File: src/rtl/ghost_dir_ctrl.sv
// Ghost direction decision: behaviour-mode FSM plus a per-frame direction pick toward a target,
// with collision-direction exclusion and forced reversal on every mode change.
module ghost_dir_ctrl #(
  parameter int unsigned SCATTER_FRAMES = 210,
  parameter int unsigned CHASE_FRAMES   = 600,
  parameter int unsigned FRIGHT_FRAMES  = 180,
  parameter int          SCATTER_X      = 600,
  parameter int          SCATTER_Y      = 16,
  parameter logic [7:0]  LFSR_SEED      = 8'hA5
) (
  input  logic               clk,
  input  logic               resetN,
  input  logic               startOfFrame,
  input  logic               collision,
  input  logic               powerUp,
  input  logic signed [10:0] ghostX,
  input  logic signed [10:0] ghostY,
  input  logic signed [10:0] pacmanX,
  input  logic signed [10:0] pacmanY,
  input  logic [1:0]         dir_ghost,
  output logic [1:0]         direction,
  output logic [1:0]         mode,
  output logic               frightened
);

  typedef enum logic [1:0] {IDLE = 2'd0, SCATTER = 2'd1, CHASE = 2'd2, FRIGHT = 2'd3} mode_t;

  localparam logic [9:0]         SC_N = 10'(SCATTER_FRAMES);
  localparam logic [9:0]         CH_N = 10'(CHASE_FRAMES);
  localparam logic [9:0]         FR_N = 10'(FRIGHT_FRAMES);
  localparam logic signed [10:0] SC_X = 11'(SCATTER_X);
  localparam logic signed [10:0] SC_Y = 11'(SCATTER_Y);

  mode_t              state;
  mode_t              saved_mode;
  logic [9:0]         frame_cnt;
  logic [9:0]         cnt_inc;
  logic               rev_pending;
  logic               blocked_valid;
  logic [1:0]         blocked_dir;
  logic [7:0]         lfsr;
  logic               decide;
  logic signed [10:0] tx;
  logic signed [10:0] ty;
  logic [1:0]         tgt_dir;
  logic [1:0]         frt_dir;
  logic [1:0]         norm_dir;
  logic [1:0]         rev_dir;
  logic [1:0]         dec_dir;

  function automatic logic [11:0] mag12(input logic signed [11:0] v);
    return v[11] ? 12'(-v) : 12'(v);
  endfunction

  // Larger axis distance wins; the other axis is the fallback when the primary is blocked.
  function automatic logic [1:0] target_dir(input logic signed [10:0] tgt_x,
                                            input logic signed [10:0] tgt_y,
                                            input logic signed [10:0] pos_x,
                                            input logic signed [10:0] pos_y,
                                            input logic               bv,
                                            input logic [1:0]         bd);
    logic signed [11:0] dx;
    logic signed [11:0] dy;
    logic [1:0]         hdir;
    logic [1:0]         vdir;
    logic [1:0]         prim;
    logic [1:0]         sec;
    dx   = {tgt_x[10], tgt_x} - {pos_x[10], pos_x};
    dy   = {tgt_y[10], tgt_y} - {pos_y[10], pos_y};
    hdir = dx[11] ? 2'd3 : 2'd2;
    vdir = dy[11] ? 2'd0 : 2'd1;
    if (mag12(dx) >= mag12(dy)) begin
      prim = hdir;
      sec  = vdir;
    end else begin
      prim = vdir;
      sec  = hdir;
    end
    return (bv && prim == bd) ? sec : prim;
  endfunction

  assign mode    = state;
  assign cnt_inc = frame_cnt + 10'd1;
  assign decide  = startOfFrame && (state != IDLE);

  always_comb begin
    tx       = (state == CHASE) ? pacmanX : SC_X;
    ty       = (state == CHASE) ? pacmanY : SC_Y;
    tgt_dir  = target_dir(tx, ty, ghostX, ghostY, blocked_valid, blocked_dir);
    frt_dir  = lfsr[1:0];
    if (blocked_valid && frt_dir == blocked_dir)
      frt_dir = frt_dir ^ 2'b01;
    norm_dir = (state == FRIGHT) ? frt_dir : tgt_dir;
    rev_dir  = dir_ghost ^ 2'b01;
    dec_dir  = (rev_pending && !(blocked_valid && rev_dir == blocked_dir)) ? rev_dir : norm_dir;
  end

  // Mode FSM; a transition in the decision clk re-arms rev_pending after the decision consumes it.
  always_ff @(posedge clk or negedge resetN) begin
    if (!resetN) begin
      state       <= IDLE;
      saved_mode  <= SCATTER;
      frame_cnt   <= 10'd0;
      rev_pending <= 1'b0;
      frightened  <= 1'b0;
    end else begin
      if (decide)
        rev_pending <= 1'b0;
      case (state)
        IDLE: begin
          if (startOfFrame) begin
            state     <= SCATTER;
            frame_cnt <= 10'd0;
          end
        end
        SCATTER, CHASE: begin
          if (powerUp) begin
            saved_mode  <= state;
            state       <= FRIGHT;
            frightened  <= 1'b1;
            frame_cnt   <= 10'd0;
            rev_pending <= 1'b1;
          end else if (startOfFrame) begin
            if (cnt_inc == ((state == SCATTER) ? SC_N : CH_N)) begin
              state       <= (state == SCATTER) ? CHASE : SCATTER;
              frame_cnt   <= 10'd0;
              rev_pending <= 1'b1;
            end else begin
              frame_cnt <= cnt_inc;
            end
          end
        end
        FRIGHT: begin
          if (powerUp) begin
            frame_cnt <= 10'd0;
          end else if (startOfFrame) begin
            if (cnt_inc == FR_N) begin
              state       <= saved_mode;
              frightened  <= 1'b0;
              frame_cnt   <= 10'd0;
              rev_pending <= 1'b1;
            end else begin
              frame_cnt <= cnt_inc;
            end
          end
        end
        default: state <= IDLE;
      endcase
    end
  end

  // Direction register, blocked flag and free-running LFSR (taps 8,6,5,4).
  always_ff @(posedge clk or negedge resetN) begin
    if (!resetN) begin
      direction     <= 2'd3;
      blocked_valid <= 1'b0;
      lfsr          <= LFSR_SEED;
    end else begin
      lfsr <= {lfsr[6:0], lfsr[7] ^ lfsr[5] ^ lfsr[4] ^ lfsr[3]};
      if (decide) begin
        direction     <= dec_dir;
        blocked_valid <= 1'b0;
      end else if (collision && !blocked_valid) begin
        blocked_valid <= 1'b1;
      end
    end
  end

  always_ff @(posedge clk) begin
    if (!decide && collision && !blocked_valid)
      blocked_dir <= dir_ghost;
  end

endmodule
File: config.mk
export PLATFORM = sky130hd
export DESIGN_NAME = ghost_dir_ctrl
export DESIGN_NICKNAME = d
export VERILOG_FILES = /design/src/rtl/ghost_dir_ctrl.sv
export SDC_FILE = /design/constraint.sdc
export NUM_CORES = 1
export LEC_CHECK = 0
export ABC_AREA = 1
export BUFFER_PORTS_ARGS = -buffer_cell sky130_fd_sc_hd__clkbuf_2
export CORE_ASPECT_RATIO = 0.9
export CORE_MARGIN = 5
export CORE_UTILIZATION = 49
export CTS_BUF_LIST = sky130_fd_sc_hd__clkbuf_8
export CTS_CLUSTER_DIAMETER = 30
export DETAILED_ROUTE_END_ITERATION = 8
export PLACE_DENSITY = 0.7
export SLEW_MARGIN = 20
export SYNTH_ARGS = -nofsm -noshare
export SYNTH_HDL_FRONTEND = slang
export SYNTH_SLANG_ARGS = --single-unit
File: constraint.sdc
create_clock -name clk -period 5.3 [get_ports clk]
set_input_delay 0.53 -clock clk [delete_from_list [all_inputs] [get_ports clk]]
set_output_delay 0.53 -clock clk [all_outputs]
set_load 0.05 [all_outputs]
* Yosys cells after proc, flatten, opt, wreduce, memory -nomap -nowiden *
Cells that the tools add are included.

word-level totals
  register bits after elaboration = 29
  input port bits = 51

operators by class
  $add $sub $neg = 5
  $lt $le $gt $ge = 1
  equal/unequal tests = 16
  muxes and demuxes = 45
  bitwise gates (word level) = 5
  reductions and logical operators = 20

operators by type and width
  kind                                             number
  2-to-1 mux 10 bit                                8
  one-hot mux 10 bit (3 select lines)              1
  2-to-1 mux 2 bit                                 13
  2-to-1 mux 12 bit                                2
  negation 12 bit                                  2
  subtractor 11 x 11 -> 12 bit                     2
  2-to-1 mux 11 bit                                2
  2-to-1 mux 1 bit                                 16
  greater-or-equal comparator 12 bit               1
  adder 10 x 1 -> 10 bit (second input constant)   1
  == test 10 bit                                   1
  == test 10 x 8 -> 1 bit (second input constant)  1
  inequality test 3 bit (second input constant)    3
  logical AND 1 bit                                8
  inequality test 2 bit (second input constant)    4
  == test 2 bit                                    3
  one-hot mux 2 bit (3 select lines)               1
  AND reduction 6 bit                              1
  nonzero test 2 bit                               3
  AND reduction 5 bit                              1
  == test 2 bit (second input constant)            2
  one-hot mux 1 bit (2 select lines)               2
  logical NOT 1 bit                                3
  AND reduction 3 bit                              1
  7 further kinds                                  10

* Depth between registers and ports, before layout *
Gate-level depths: netlist of the first run.

  depth in word-level cells = 12
  depth in mapped cells = 35
  mapped depth without buffers = 34

* Least setup slack after synthesis of the first run *
No wires, ideal clock.

  path kind = flip-flop to flip-flop
  start = register state[0] (netlist: mode[0])
  end = register direction[0]
  library setup time = 0.079 ns
  data arrival time = 4.556 ns
  required time = 5.221 ns
  slack = 0.665 ns
  stages on the path, launching flop included = 33
  path buffers = 2
  clock period less this slack = 4.635 ns
  path through = dfrtp_1 -> inv_1 -> ha_1 -> clkbuf_1 -> clkbuf_1 -> nand2_1 -> ha_1 -> inv_2 -> fa_1 -> nand3_1 -> nand2_2 -> a21oi_2 -> o21bai_2 -> xnor2_2 -> nand3b_1 -> nor3_1 -> nand3_1 -> or2_1 -> ha_1 -> nand2_1 -> inv_2 -> nand2_1 -> inv_2 -> a21oi_1 -> nand3_1 -> nand2_1 -> inv_1 -> nor2_1 -> nand3_1 -> nor2_1 -> nor2_1 -> nor2_1 -> o21ai_1

on the way
  cells in the longest elaborated chain, start to end = 12

RTL lines
  item                                             RTL line  source
  from (decl)                                      34        mode_t state;
  from (signal assigned)                           125       state <= (state == SCATTER) ? CHASE : SCATTER;
  from (signal assigned)                           138       state <= saved_mode;
  == test 2 bit                                    87, 88
  2-to-1 mux 11 bit (on tied branches)             87, 88
  subtractor 11 x 11 -> 12 bit (on tied branches)  68, 69
  negation 12 bit                                  52        return v[11] ? 12'(-v) : 12'(v);
  2-to-1 mux 12 bit                                52
  greater-or-equal comparator 12 bit               72        if (mag12(dx) >= mag12(dy)) begin
  2-to-1 mux 2 bit                                 72
  == test 2 bit                                    79        return (bv && prim == bd) ? sec : prim;
  logical AND 1 bit                                79
  2-to-1 mux 2 bit                                 79
  2-to-1 mux 2 bit                                 93        norm_dir = (state == FRIGHT) ? frt_dir : tgt_dir;
  2-to-1 mux 2 bit                                 95        dec_dir = (rev_pending && !(blocked_valid && rev_dir == blocked_dir)) ? rev_dir : norm_dir;
  to (signal assigned)                             161       direction <= dec_dir;
  to (decl)                                        21        output logic [1:0] direction,

Several ways; a longest one is shown, not always the timed one.
A chain may end at the register's enable or synchronous reset.

* Final worst setup path of the first run *
Ends and elaborated chain as after synthesis.

==> metrics.cfg, run 1 <==
[detailed_routing]
drc = 0
wire_per_inst_um = 11.5
vias = 3716
drt_wl_total_um = 8680
antenna_left = 0
via_per_inst = 4.91
dr.first_iter.drc_count = 188
drt-pass1-iter-count = 5

[placement]
hpwl_um = 7160
placed_area_mm2 = 0.00427
place_inst = 749
dp_slack_ns = 0.491
gp_congestion = 0.910
port_buffers = 55

[layout]
n_antenna_cell = 0
post-route-cell-area_mm2 = 0.00438
nFillCells = 760
nets = 754
drive_gt1_frac = 0.185
synthToLayoutAreaGrowth_pct = 12.9
fin_util = 0.575
layoutNonFillerInstCount = 757

[worst_hold_path]
hp-class = input pin to asynchronous set/reset pin

[floorplanning]
fp.dieArea_mm2 = 0.00980
dieHeight_um = 94.4
rows = 30
initial_utilization = 0.509
ios = 56
die_x_um = 104
core-area_mm2 = 0.00762

[yosys]
synth.cell_area_mm2 = 0.00388
synthArstFlopShare = 0.931
yosys-top-cells-count = nand2_1, inv_1, ha_1
synth_edf_count = 2
yosys.area.top_type = nand2_1
synth_flop_cell = dfrtp_1
synthCells = 601
synth.most_common_cell = nand2_1
netlist.area_leader.share = 0.165
synth.area.top_cells = nand2_1, ha_1, dfrtp_1
syn-num-nets = 695
avgSynthCellArea_um2 = 6.45
ys_seq_elements = 29
yosysWarnings = 0
seq_area_frac_synth = 0.192
yosysUniqueCellTypes = 46

[sta]
fin_crit_ns = 4.70
setup_tns_ns = 0
final_hold_viol_count = 0
layout_setup_ws_ns = 0.599
fin_crit_sh = 0.887
holdWs_ns = 0.270
maxSlewViolCount = 0
finClkSkew_ns = 0.00930
slew_headroom = 0.552
rsz0062_at_grt = false
setup_viol = 0
timing.fmax_ghz = 0.213
tightest_slew_ns = 0.673

[grt]
grt_pass1_vias = 3568
antenna_found_initial = 0
grt_util_all_layers = 0.183
grt-ovfl-total = 0
grt_pass1_wl_um = 15400
grt_max_degree = 28

[worst_setup_path]
worstPathArrival_ns = 4.91
worst_path_most_repeated_cell = nand2_1
slowest_stage = dfrtp_1
cp-end-kind = register
cp_max_fo = 18
cp-start-kind = register
path_class = register to register
crit_required_ns = 5.51
crit_path_max_incr_delay_ns = 0.43
r2r_cells = 32
rrSetupSlack_ns = 0.60

[clocking]
ctsResizeCount = 0
cts_buffers = 5
root_buffer = clkbuf_8
cts_num_sinks = 29
cts_tree = yes
hold_buffers = 0
htreeDepth = 2
cts_setup_buffers = 0
clk_latency_ns = 0.29
clk_pin_slew_ns = 0.07
clk_path_buf_depth = 2

[power_and_ir_drop]
total_power_mw = 1.85
p_int_uw = 848
power_switching_uw = 998
clkPwrFrac = 0.097
p_seq_frac = 0.165
ir_drop_v = 0.000315
power_density_mw_per_mm2 = 421
leakagePower_nw = 2.60
power_frac_comb = 0.738
swShare = 0.541

[job]
drv_cap = 0

[status]
status = finished, final reports clean

-- path summary, 6_finish.rpt --
kind | from | to
min in group clk | lfsr[6]$_DFF_PN0_ | lfsr[7]$_DFF_PN1_
max in group asynchronous | resetN | frame_cnt[1]$_DFFE_PN0P_
min | resetN | frightened$_DFFE_PN0P_
min reg2reg | lfsr[6]$_DFF_PN0_ | lfsr[7]$_DFF_PN1_
max reg2reg | mode[0]$_DFFE_PN0P_ | direction[0]$_DFFE_PN1P_
max | mode[0]$_DFFE_PN0P_ | direction[0]$_DFFE_PN1P_
-- power groups by stage --
stage | clock [mW] | sequential, mW | combinational, mW
final | 0.179 | 0.305 | 1.36
after global routing | 0.194 | 0.310 | 1.56
after CTS | 0.186 | 0.305 | 1.33
after detailed placement | 0 | 0.307 | 1.33
after global placement | 0 | 0.306 | 1.28
after floorplan | 0 | 0.357 | 1.00
-- cell families (layout without fill, tap and decap cells) --
logic type / count (synthesis) / count (layout) / share of synthesized area
simple gates: 292 / 292 / 0.336
flops: 29 / 29 / 0.192
xor+xnor: 40 / 40 / 0.0981
fa+ha+maj: 43 / 43 / 0.143
buf+inv: 134 / 194 / 0.130
compound gates: 63 / 63 / 0.102
-- registers in the layout (all words and copies together) (netlist names) --
register	count
blocked_dir	2
blocked_valid	1
direction	2
frame_cnt	10
frightened	1
lfsr	8
mode	2
rev_pending	1
saved_mode	2
-- area by class of cell --
class                           count  area (um^2)  share of cell area
Clock buffer                        5         68.8              0.0157
Clock inverter                      3         17.5             0.00400
Inverter                          129          484               0.111
Multi-Input combinational cell    438         2650               0.606
Sequential cell                    29          744               0.170
Tap cell                           96          120              0.0274
Timing Repair Buffer               57          290              0.0663
-- layout by cell type (no fill, tap or decap), types with 2 or more instances in the layout --
master / n
a21oi_1: 25
a21oi_2: 4
buf_4: 2
clkbuf_2: 55
clkbuf_8: 5
clkinv_2: 2
dfrtp_1: 20
dfstp_2: 7
edfxtp_1: 2
fa_1: 2
ha_1: 41
inv_1: 116
inv_2: 13
nand2_1: 171
nand2_2: 7
nand3_1: 35
nand3_2: 3
nand3b_1: 5
nand4_1: 11
nor2_1: 33
nor3_1: 8
nor3_2: 2
nor4_1: 2
o21ai_0: 11
o21ai_1: 10
o31ai_1: 2
or2_1: 5
or2_2: 5
xnor2_1: 5
xnor2_2: 3
xor2_1: 29
xor2_2: 3
-- per-layer routing --
layer,global-route usage,wire length (um),vias up
li1,-,-,2000
met1,0.259,4480,1612
met2,0.291,3690,100
met3,0.0369,480,4
met4,0.0399,27,0
met5,0,0,-
-- critical path: cells and delay by family (launching register included) --
family,cells,cell delay [ns]
simple gates,15,1.72
xor+xnor,2,0.39
compound gates,5,0.64
flops,1,0.43
buf+inv,7,0.67
fa+ha+maj,3,0.76
No activity file was read; power rests on OpenSTA's default activity.
==> run 2: changes to the inputs <==
--- a/config.mk
+++ b/config.mk
@@ -7,13 +7,16 @@
 export LEC_CHECK = 0
 export ABC_AREA = 1
 export BUFFER_PORTS_ARGS = -buffer_cell sky130_fd_sc_hd__clkbuf_2
+export CELL_PAD_IN_SITES_DETAIL_PLACEMENT = 0
+export CELL_PAD_IN_SITES_GLOBAL_PLACEMENT = 1
 export CORE_ASPECT_RATIO = 0.9
 export CORE_MARGIN = 5
-export CORE_UTILIZATION = 49
+export CORE_UTILIZATION = 42
 export CTS_BUF_LIST = sky130_fd_sc_hd__clkbuf_8
 export CTS_CLUSTER_DIAMETER = 30
 export DETAILED_ROUTE_END_ITERATION = 8
-export PLACE_DENSITY = 0.7
+export PLACE_DENSITY = 0.83
+export RECOVER_POWER = 50
 export SLEW_MARGIN = 20
 export SYNTH_ARGS = -nofsm -noshare
 export SYNTH_HDL_FRONTEND = slang
==> run 2 against run 1 <==
- the run now ends with capacitance limit, slew limit left
- first-iteration DRC count down 16%
- die area up 15%
- hold slack better by 0.088 ns
- register-to-register slack better by 0.02 ns
- critical endpoint unchanged
- largest cell class unchanged
==> metrics.cfg, run 2 (synthesized netlist as in run 1, its figures left out) <==
[worst_setup_path]
cp-start-kind = register
slowest_stage = dfrtp_1
worstPathArrival_ns = 4.90
crit_path_max_incr_delay_ns = 0.42
r2r_cells = 29
r2r-end = direction[0]$_DFFE_PN1P_
path_class = register to register
cp-end-kind = register
rrSetupSlack_ns = 0.62
worst_path_most_repeated_cell = nand2_1
cp_max_fo = 18
r2r_start = mode[0]$_DFFE_PN0P_
crit_required_ns = 5.51

[floorplanning]
fp.dieArea_mm2 = 0.0113
ios = 56
initial_utilization = 0.427
core-area_mm2 = 0.00908
rows = 33
die_x_um = 111
dieHeight_um = 101

[clocking]
cts_num_sinks = 29
cts_setup_buffers = 0
cts_buffers = 5
clk_latency_ns = 0.28
clk_path_buf_depth = 2
clk_pin_slew_ns = 0.07
htreeDepth = 2
hold_buffers = 0
cts_tree = yes
root_buffer = clkbuf_8

[detailed_routing]
drt-pass1-iter-count = 5
vias = 3670
via_per_inst = 4.69
drc = 0
antenna_left = 0
drt_wl_total_um = 8810
dr.first_iter.drc_count = 157
wire_per_inst_um = 11.3

[layout]
multiInputGateArea_mm2 = 0.00265
fin_util = 0.485
mostFrequentLayoutCell = nand2_1
synthToLayoutAreaGrowth_pct = 13.5
nFillCells = 958
layoutNonFillerInstCount = 783
largest_reg_flops = 10
nets = 754
final_cell_mix = nand2_1, inv_1, clkbuf_2, ha_1, nand3_1
post-route-cell-area_mm2 = 0.00440
top_register = frame_cnt
drive_gt1_frac = 0.175
largestRegisters = frame_cnt x10, lfsr x8
n_antenna_cell = 0
regArea_um2 = 744

[placement]
dp_slack_ns = 0.519
placed_area_mm2 = 0.00430
place_inst = 775
gp_congestion = 0.897
port_buffers = 55
hpwl_um = 7250

[worst_hold_path]
hp-start = lfsr[6]$_DFF_PN0_
hold_end = lfsr[7]$_DFF_PN1_
whs_path_depth = 0
hp-class = register to register

[grt]
grt-ovfl-total = 0
grt_pass1_wl_um = 15600
grt_max_degree = 28
antenna_found_initial = 0
grt_util_all_layers = 0.162
grt_pass1_vias = 3625

[power_and_ir_drop]
power_density_mw_per_mm2 = 416
total_power_mw = 1.83
leakagePower_nw = 2.58
ir_drop_v = 0.000311

[sta]
maxSlewViolCount = 28
tightest_slew_ns = 1.52
fin_crit_ns = 4.68
fin_crit_sh = 0.883
rsz0062_at_grt = false
timing.fmax_ghz = 0.214
slew_headroom = -0.0122
setup_tns_ns = 0
layout_setup_ws_ns = 0.620
holdWs_ns = 0.358
setup_viol = 0
finClkSkew_ns = 0.00558
final_hold_viol_count = 0

[status]
violations = capacitance limit, slew limit
status = finished with violations

[job]
drv_cap = 1

-- run 2: worst max path at each step --
stage | endpoint | cells past startpoint | from
2_1_floorplan | direction[0]$_DFFE_PN1P_ | 32 | mode[0]$_DFFE_PN0P_
3_3_place_gp | direction[0]$_DFFE_PN1P_ | 30 | mode[0]$_DFFE_PN0P_
3_5_place_dp | direction[0]$_DFFE_PN1P_ | 30 | mode[0]$_DFFE_PN0P_
4_1_cts | direction[0]$_DFFE_PN1P_ | 30 | mode[0]$_DFFE_PN0P_
5_1_grt | direction[0]$_DFFE_PN1P_ | 29 | mode[0]$_DFFE_PN0P_
6_report | direction[0]$_DFFE_PN1P_ | 29 | mode[0]$_DFFE_PN0P_
-- run 2: layout make-up --
cell class / count / share of cell area
clock buffers: 5 / 0.0156
clock inverters: 3 / 0.00398
inverters: 129 / 0.110
multi-input cells: 438 / 0.602
flip-flops and latches: 29 / 0.169
well taps: 122 / 0.0347
repair buffers: 57 / 0.0651
-- run 2: where the power goes --
group	total (mW)	switching [mW]	internal (mW)
sequential	0.305	0.0359	0.269
combinational	1.35	0.861	0.484
clock	0.180	0.0895	0.0904
-- run 2: layer usage --
layer | track usage | routed length (um) | vias up
li1 | - | - | 1998
met1 | 0.223 | 4640 | 1596
met2 | 0.267 | 3730 | 66
met3 | 0.0305 | 336 | 10
met4 | 0.0346 | 100 | 0
met5 | 0 | 0 | -
-- run 2: timing repair --
| item | 4_1_cts | 5_1_grt |
|---|---|---|
| resized for setup | 0 | 3 |
| endpoints found under the setup margin | 0 | 2 |
| endpoints found under the hold margin | 0 | 0 |
-- run 2: worst max-delay path, delay by kind of cell (launching register included) --
family,cells,cell delay [ns]
flops,1,0.42
fa+ha+maj,3,0.84
simple gates,16,1.92
compound gates,4,0.61
xor+xnor,1,0.28
buf+inv,5,0.56
==> run 3: changes to the inputs <==
--- a/config.mk
+++ b/config.mk
@@ -15,7 +15,7 @@
 export CTS_BUF_LIST = sky130_fd_sc_hd__clkbuf_8
 export CTS_CLUSTER_DIAMETER = 30
 export DETAILED_ROUTE_END_ITERATION = 8
-export PLACE_DENSITY = 0.83
+export PLACE_DENSITY_LB_ADDON = 0.15
 export RECOVER_POWER = 50
 export SLEW_MARGIN = 20
 export SYNTH_ARGS = -nofsm -noshare
==> run 3 against run 2 <==
- the flow now finishes without violations
- routed wire length decreased by 2.2%
- cell count did not move
- setup slack better by 0.10 ns
- clock power rose by 15%
- register-to-register slack gained 0.10 ns
- power increased by 0.69%
- hold slack better by 0.0025 ns
- sequential share of layout area barely moved
- first-iteration DRC count shrank 3.8%
- largest cell class unchanged
==> metrics.cfg, run 3 (synthesized netlist as in run 1, its figures left out) <==
[status]
status = finished, final reports clean

[detailed_routing]
dr.first_iter.drc_count = 151
drc = 0
antenna_left = 0
drt-pass1-iter-count = 4
drt_wl_total_um = 8620
via_per_inst = 4.66
vias = 3652
wire_per_inst_um = 11.0

[grt]
grt_use_met1 = 0.239
groute.layer.met3.usage = 0.0299
antenna_found_initial = 0
grt_max_degree = 28
use_met2 = 0.241
grt_util_all_layers = 0.160
grt-ovfl-total = 0
grt_pass1_wl_um = 15400
grt.busiest_layer = met2
grt_pass1_vias = 3491

[sta]
maxSlewViolCount = 0
fin_crit_sh = 0.863
tightest_slew_ns = 1.44
final_hold_viol_count = 0
setup_viol = 0
layout_setup_ws_ns = 0.724
timing.fmax_ghz = 0.219
slew_headroom = 0.0374
fin_crit_ns = 4.58
setup_tns_ns = 0
rsz0062_at_grt = false
finClkSkew_ns = 0.0119

[worst_setup_path]
slowest_stage = dfrtp_1
crit_required_ns = 5.51
crit_path_max_incr_delay_ns = 0.42
cp-end-kind = register
critPathTopFamily = simple AND/OR/NAND/NOR gates
cp-start-kind = register
critical_path_buf_inv_count = 6
cp_max_fo = 17
path_class = register to register
worstPathArrival_ns = 4.79

[floorplanning]
dieHeight_um = 101
initial_utilization = 0.427
ios = 56
core-area_mm2 = 0.00908
fp.dieArea_mm2 = 0.0113
die_x_um = 111
rows = 33

[layout]
final_cell_mix = nand2_1, inv_1, clkbuf_2, ha_1, nand3_1
top_register = frame_cnt
largest_reg_flops = 10
nets = 754
n_antenna_cell = 0
largestRegisters = frame_cnt x10, lfsr x8
drive_gt1_frac = 0.171
mostFrequentLayoutCell = nand2_1
synthToLayoutAreaGrowth_pct = 13.4

[clocking]
cts_tree = yes
clk_pin_slew_ns = 0.07
root_buffer = clkbuf_8
cts_buffers = 5
htreeDepth = 2
cts_num_sinks = 29
ctsResizeCount = 0
hold_buffers = 0
clk_path_buf_depth = 2
cts_setup_buffers = 0
clk_latency_ns = 0.28

[worst_hold_path]
hp-class = register to register

[power_and_ir_drop]
power_density_mw_per_mm2 = 419
ir_drop_v = 0.000270
leakagePower_nw = 2.59

[job]
drv_cap = 0

[placement]
dp_slack_ns = 0.764
gp_congestion = 0.891
hpwl_um = 7200
port_buffers = 55

run 3: path summary, 6_finish.rpt:
check	start	endpoint	slack [ns]	cells after the start
worst max register to register	mode[0]$_DFFE_PN0P_	direction[0]$_DFFE_PN1P_	0.72	31
worst max-delay path	mode[0]$_DFFE_PN0P_	direction[0]$_DFFE_PN1P_	0.72	31
max in group asynchronous	resetN	frame_cnt[7]$_DFFE_PN0P_	3.87	1
worst min-delay path	lfsr[6]$_DFF_PN0_	lfsr[7]$_DFF_PN1_	0.36	0
min in group asynchronous	resetN	frame_cnt[9]$_DFFE_PN0P_	0.58	1
worst min register to register	lfsr[6]$_DFF_PN0_	lfsr[7]$_DFF_PN1_	0.36	0
run 3: routing by layer:
layer / vias to the layer above / routed length, um
li1: 2000 / -
met1: 1568 / 4730
met2: 76 / 3370
met3: 8 / 412
met4: 0 / 107
met5: - / 0
run 3: layout make-up:
cell class | instances | area, um^2
clock buffers | 7 | 96.3
clock inverters | 1 | 5.00
fillers | 955 | 4680
inverters | 129 | 484
multi-input cells | 438 | 2630
flip-flops and latches | 29 | 744
well taps | 122 | 153
repair buffers | 57 | 287
run 3: where the power goes:
group | internal, mW | total [mW] | leakage (nW) | switching [mW]
combinational | 0.480 | 1.33 | 2.17 | 0.851
clock | 0.117 | 0.207 | 0.0542 | 0.0897
sequential | 0.269 | 0.305 | 0.357 | 0.0359
run 3: per-stage QoR:
| stage | utilization | cells | hold WS, ns | instance area, um^2 | total power [mW] |
|---|---|---|---|---|---|
| after floorplan | - | 601 | 0.234 | 3880 | 1.36 |
| after global placement | 0.474 | 775 | 0.339 | 4300 | 1.61 |
| after detailed placement | 0.474 | 775 | 0.353 | 4300 | 1.64 |
| after CTS | 0.485 | 783 | 0.299 | 4400 | 1.86 |
| after global routing | 0.484 | 783 | 0.369 | 4400 | 2.06 |
| final | 0.484 | 783 | 0.360 | 4400 | 1.84 |
run 3: worst reg2reg max path: cells and delay by family, from the launching register on:
kind / cells / cell delay (ns)
AOI/OAI and AO/OA: 4 / 0.47
xor gates and xnor gates: 1 / 0.24
adders and majority gates: 4 / 1.03
buffers and inverters: 6 / 0.48
DFF: 1 / 0.42
and+or+nand+nor: 16 / 1.89
